[src/rtl/display_scan_mux.sv]
// display_scan_mux: time-shared four-digit BCD scan with frame-aligned value updates
module display_scan_mux #(
  parameter int REFRESH_DIV  = 100000,
  parameter int BLANK_CYCLES = 1000,
  parameter bit LZ_BLANK     = 1'b1
) (
  input  logic        clk,
  input  logic        rst_n,
  input  logic        load_valid,
  input  logic [15:0] value_in,
  output logic        load_ready,
  output logic [3:0]  bcd_out,
  output logic [3:0]  enable,
  output logic        frame_swap
);
  localparam int PW = $clog2(REFRESH_DIV);
  localparam logic [PW-1:0] LAST  = PW'(REFRESH_DIV - 1);
  localparam logic [PW-1:0] BLANK = PW'(BLANK_CYCLES);
  logic [PW-1:0] prescaler;
  logic [1:0]    digit_idx;
  logic [15:0]   active, shadow, upper;
  logic          pending, tick, boundary, blank;
  assign tick       = prescaler == LAST;
  assign boundary   = tick && digit_idx == 2'd3;
  assign load_ready = ~pending;
  // slot prescaler and digit rotation
  always_ff @(posedge clk or negedge rst_n) begin
    if (!rst_n) begin
      prescaler <= '0;
      digit_idx <= '0;
    end else begin
      prescaler <= tick ? '0 : prescaler + 1'b1;
      if (tick) digit_idx <= digit_idx + 2'd1;
    end
  end
  // shadow capture on handshake, promotion to the displayed value at frame boundaries
  always_ff @(posedge clk or negedge rst_n) begin
    if (!rst_n) begin
      active     <= '0;
      shadow     <= '0;
      pending    <= 1'b0;
      frame_swap <= 1'b0;
    end else begin
      frame_swap <= boundary && pending;
      if (load_valid && !pending) begin
        shadow  <= value_in;
        pending <= 1'b1;
      end else if (boundary && pending) begin
        active  <= shadow;
        pending <= 1'b0;
      end
    end
  end
  // current digit select and blanking (anti-ghost interval, invalid BCD, leading zeros)
  always_comb begin
    upper   = active >> {digit_idx, 2'b00};
    bcd_out = upper[3:0];
    blank   = prescaler < BLANK || upper[3:0] > 4'd9 || (LZ_BLANK && digit_idx != 2'd0 && upper == 16'h0);
    enable  = blank ? 4'hF : ~(4'b0001 << digit_idx);
  end
endmodule
[config.mk]
export PLATFORM = sky130hd
export DESIGN_NAME = display_scan_mux
export DESIGN_NICKNAME = d
export VERILOG_FILES = /design/src/rtl/display_scan_mux.sv
export SDC_FILE = /design/constraint.sdc
export NUM_CORES = 1
export LEC_CHECK = 0
export CAP_MARGIN = 0
export CORE_UTILIZATION = 54
export DETAILED_ROUTE_END_ITERATION = 8
export GPL_TIMING_DRIVEN = 0
export PLACE_DENSITY = 0.79
export SETUP_SLACK_MARGIN = 0.5
export SYNTH_ARGS = -nofsm -noshare
export SYNTH_HDL_FRONTEND = slang
export SYNTH_SLANG_ARGS = --single-unit
[constraint.sdc]
create_clock -name clk -period 2.6 [get_ports clk]
set_input_delay 0.52 -clock clk [delete_from_list [all_inputs] [get_ports clk]]
set_output_delay 0.52 -clock clk [all_outputs]
set_load 0.02 [all_outputs]
Yosys cells after proc, flatten, opt, wreduce, memory -nomap -nowiden
Cells that the tools add are included.
{"block": "totals", "reg_bits": 53, "input_bits": 19, "out_inout_bits": 10, "word_cells": 32}
{"block": "classes", "addsub": 2, "n_lt_le_gt_ge": 2, "eq_ne": 2, "shifts": 2, "n_mux": 4, "n_bitwise": 3, "n_reduce_logical": 11}
{"cell": "$add A17 B1 Y17 const B", "count": 1}
{"cell": "$eq A17 B17 Y1 const B", "count": 1}
{"cell": "$lt A17 B10 Y1 const B", "count": 1}
{"cell": "$mux W17", "count": 1}
{"cell": "$logic_not A16 Y1", "count": 1}
{"cell": "$shr A16 B4 Y16", "count": 1}
{"cell": "$gt A4 B4 Y1 const B", "count": 1}
{"cell": "$logic_and A1 B1 Y1", "count": 4}
{"cell": "$mux W4", "count": 1}
{"cell": "$not A4 Y4", "count": 1}
{"cell": "$reduce_bool A2 Y1", "count": 2}
{"cell": "$shl A1 B2 Y4 const A", "count": 1}
{"cell": "$add A2 B1 Y2 const B", "count": 1}
{"cell": "$eq A2 B2 Y1 const B", "count": 1}
{"cell": "$logic_or A1 B1 Y1", "count": 2}
{"cell": "$mux W1", "count": 2}
{"cell": "$not A1 Y1", "count": 2}
{"cell": "$reduce_and A2 Y1", "count": 1}
{"cell": "$logic_not A1 Y1", "count": 1}

Logic depth before layout (Yosys ltp)
{"block": "logic_depth", "depth_word": 5, "depth_mapped": 7, "depth_no_buf": 6}

Least setup slack after synthesis
OpenSTA, ideal clock, no wires.
{"block": "synth_timing", "path_type": "register to output", "from": "register digit_idx[0]", "to": "output enable[1]", "t_arrival_ps": 2027, "t_required_ps": 2080, "slack_ps": 53, "path_stages_with_launch": 6, "path_buffers": 1, "cell_sequence": "dfrtp_1 buf_2 mux4_2 or2_1 a2111o_1 nand3_1"}
{"block": "synth_via", "elab_chain_cells": 5}
{"element": "start: declaration", "line": "20", "source": "logic [1:0] digit_idx;"}
{"element": "start signal: assignment", "line": "33", "source": "if (tick) digit_idx <= digit_idx + 2'd1;"}
{"element": "$shr A16 B4 Y16 *", "line": "56", "source": "upper = active >> {digit_idx, 2'b00};"}
{"element": "named net bcd_out[1]", "line": "12", "source": "output logic [3:0] bcd_out,"}
{"element": "$gt A4 B4 Y1 / $logic_not A16 Y1 (equally long branches)", "line": "58", "source": "blank = prescaler < BLANK || upper[3:0] > 4'd9 || (LZ_BLANK && digit_idx != 2'd0 && upper == 16'h0);"}
{"element": "$logic_or A1 B1 Y1 / $logic_and A1 B1 Y1 (equally long branches)", "line": "58"}
{"element": "$logic_or A1 B1 Y1 *", "line": "58"}
{"element": "$mux W4 *", "line": "59", "source": "enable = blank ? 4'hF : ~(4'b0001 << digit_idx);"}
{"element": "end: declaration", "line": "13", "source": "output logic [3:0] enable,"}
The timed path passes the listed nets; every way through them passes the cells marked *.

Worst setup path after layout
{"block": "layout_timing", "from": "register digit_idx[0]", "to": "output enable[1]"}
{"block": "layout_via", "elab_chain_cells": 5}
{"element": "$shr A16 B4 Y16", "line": "56"}
{"element": "$gt A4 B4 Y1 / $logic_not A16 Y1 (equally long branches)", "line": "58"}
{"element": "$logic_or A1 B1 Y1 / $logic_and A1 B1 Y1 (equally long branches)", "line": "58"}
{"element": "$logic_or A1 B1 Y1", "line": "58"}
{"element": "$mux W4 *", "line": "59"}
Mark *: on every way between the ends. The rest lies on a longest branch, timed or not.

==> metrics <==
Syn Nets=roughly 210; crit start category=register; initial antenna violation count=0; Core Util, Final=roughly 75%; Synth Instances=183; RR Startpoint=prescaler[9]; Synth Area in Simple Gates=between 10% and 20%; worst min path class=primary input to async pin; R2R Path End=active[6]; vias per cell=approximately 5.9; detailed placement HPWL=about 3300 um; # fillers=about 250; non-filler cells, final=~280; area grow syn2layout=29.3%; Initial Utilization=around three fifths; clock slew at reported path FFs=around 90 ps; Synth Area in Adders=roughly 2.6%; r2r worst-path depth=6; NumNets Final=around 260; post-synthesis mux area share=between 10% and 20%; Reg2Reg Setup Slack=580 ps; met2 GRT Util=between 30% and 40%; vias=about 1,700; sequential fraction of the synthesis area=between 50% and 60%; register area=about 0.0013 sq mm; Avg WL per Cell=about 17 um; part of the power in registers=57.7%; Final Setup Violations=4; number of flops mapped to enable cells by yosys=0; final hold violation count=0; Synth Area in XOR/XNOR=under 10%; switching share of total power=21.0%; Hold WS=between 200 and 250 ps; worst-skew pair later-pin latency=310 ps; Total GRT Usage=23.1%; max-cap violations=0; Placed Instances=262; Die Y=between 60 and 70 um; Routed Antenna Nets=0; largest family of logic cells by synthesized area=multiplexers; register bit total from synthesis=53; grt met1 use=between 20 and 30%; Int Power=between 1 and 1.5 mW; compound-cell area share of the yosys netlist=around 3.2%; initial DRC count=about 120; clk sinks=53; worst slew pin tran=~800 ps; Top Ports=29; Slew Viols, Final=0; area of the die=around 0.0047 sq mm; Clock H-tree levels=2; first-pass GRT wire length=around 7900 um; GR Layer Usage met3=around 6.1%; Cell Area, Synth=0.00241 sq mm; core area=0.00414 sq mm; vias in the first global route=approximately 1,700; Multi-input gate area=~0.0011 sq mm; clock buffer depth=2; share of cells above drive strength 1=slightly below 40%; Root Buffer=clkbuf_8; # diodes=0; layer with the highest usage=met2; Final min period=approximately 2700 ps; Yosys cell types=33; Main synth FF type=dfrtp_1; RSZ-0062 raised after global routing=yes; failing checks=negative setup slack; status=complete, but fails checks; maximum number of pins on one net before global-route repair=28; TritonRoute pass-1 iters=4; Core Rows=23; Slew headroom=44.8%; Final WS setup=-133 ps; Worst Path Required=about 2100 ps; Max rail drop VDD=0.000395 V; Power Density=roughly 480 mW/mm^2; Post-synth ARST share=100%; gpl congestion=between 0.8 and 0.9; data arrival time of the worst path=2210 ps; Synth warnings=0; Worst Skew=between 6 and 7 ps; crit path max fanout=4; Comb power frac=4.8%; overall routed net length=between 4000 and 5000 um; # DRC=0; Worst setup EP type=output port; Tcrit/Tclk final=105%; input/output buffers=28; Clk network pwr share=a little under two fifths; Setup CP Type=register to output port; Synth Area per Inst=about 13 sq um; Net Switching=roughly 0.32 mW; Max Freq=around 370 MHz; Leak Pwr=1.37 nW; grt ovf=0; die width=just under 70 um; CTS buffer count=5; CTS tree=done
## final cells by class
class	count	area share, %
Sequential cell	53	42.7
Timing Repair Buffer	43	13.8
Inverter	4	0.483
Multi-Input combinational cell	121	35.9
Clock inverter	3	1.49
Tap cell	50	2.01
Clock buffer	5	2.21
Buffer	5	1.37
## routing by layer
metal	vias to the layer above	wire [um]
met2	49	2420
met4	0	89
met5	-	0
met1	861	2150
li1	763	-
met3	14	221
## power by group through the flow
stage	registers [mW]	logic [mW]	clock network, mW
floorplan	0.878	0.0254	0
global placement	0.882	0.0672	0
detailed placement	0.884	0.0735	0
CTS	0.868	0.0738	0.572
global route	0.871	0.0798	0.596
finish	0.867	0.0722	0.563
## worst max-delay path, cell delays in order, from the launching register on
cell,delay (ps)
dfrtp_1,370
buf_6,120
mux4_2,500
or2_4,290
a32oi_4,250
buf_6,150
nand3_2,80
buf_6,140
## cell usage after synthesis (all sizes together) (2+ instances only)
cell	n	share of area, %
a31o	2	0.73
and3	2	0.62
and4	3	1.1
buf	3	1.0
clkbuf	2	0.31
dfrtp	53	55
ha	5	2.6
inv	4	0.62
mux2	33	15
mux4	4	3.7
nand2	8	1.2
nand3	9	1.9
nand4	6	1.6
nor2	12	2.0
nor2b	2	0.52
nor3	3	1.1
nor4	6	1.6
o211ai	2	0.62
o21ai	2	0.42
xnor2	10	3.6
xor2	4	1.5
## flip-flops by register name (all words and copies together) (netlist names)
signal,flops
prescaler,17
active,16
shadow,16
digit_idx,2
frame_swap,1
pending,1
## cell usage in the layout, fill, tap and decap left out, types with 3 or more instances in the layout
master,netlist,final
nand2_1,8,7
inv_1,4,4
nor4_1,6,5
mux4_2,4,4
nand4_1,6,6
xor2_1,4,4
clkbuf_8,0,5
xnor2_1,10,10
buf_6,0,10
ha_1,5,3
nand3_2,0,3
nor2_1,11,11
dfrtp_1,53,51
buf_4,0,12
mux2_2,33,33
clkdlybuf4s50_1,0,19
nand3_1,9,5
## how the worst max path moves through the flow
stage | slack (ps) | endpoint | depth (start not counted) | from
finish | -130 | enable[1] | 7 | digit_idx[0]
global route | -180 | enable[3] | 7 | digit_idx[0]
CTS | -200 | enable[2] | 6 | digit_idx[0]
detailed placement | -320 | enable[2] | 6 | digit_idx[0]
global placement | -380 | prescaler[0] | 1 | rst_n
floorplan | 240 | enable[1] | 5 | digit_idx[0]
## cells by family after synthesis
kind of cell    count (synthesis)
simple gates                   55
flops                          53
mux                            37
xor+xnor                       14
compound gates                 10
buf+inv                         9
fa+ha+maj                       5
## through the flow
stage	instance area [sq um]	power [mW]	setup WS (ps)	setup TNS, ps
final	3110	1.50	-133	-502
after global routing	3110	1.55	-178	-674
after CTS	2990	1.51	-200	-586
after detailed placement	2800	0.958	-316	-1130
after global placement	2780	0.949	-379	-21050
after floorplan	2440	0.903	242	0
## timing repair
item                                    in CTS  in global routing
gates cloned                                 0                  1
hold buffers                                 0                  0
pin swaps                                    4                  6
endpoints found under the setup margin      36                 24
setup buffers                                6                  7
gates resized for setup                     47                 15
Power figures use the tool's default switching activity.
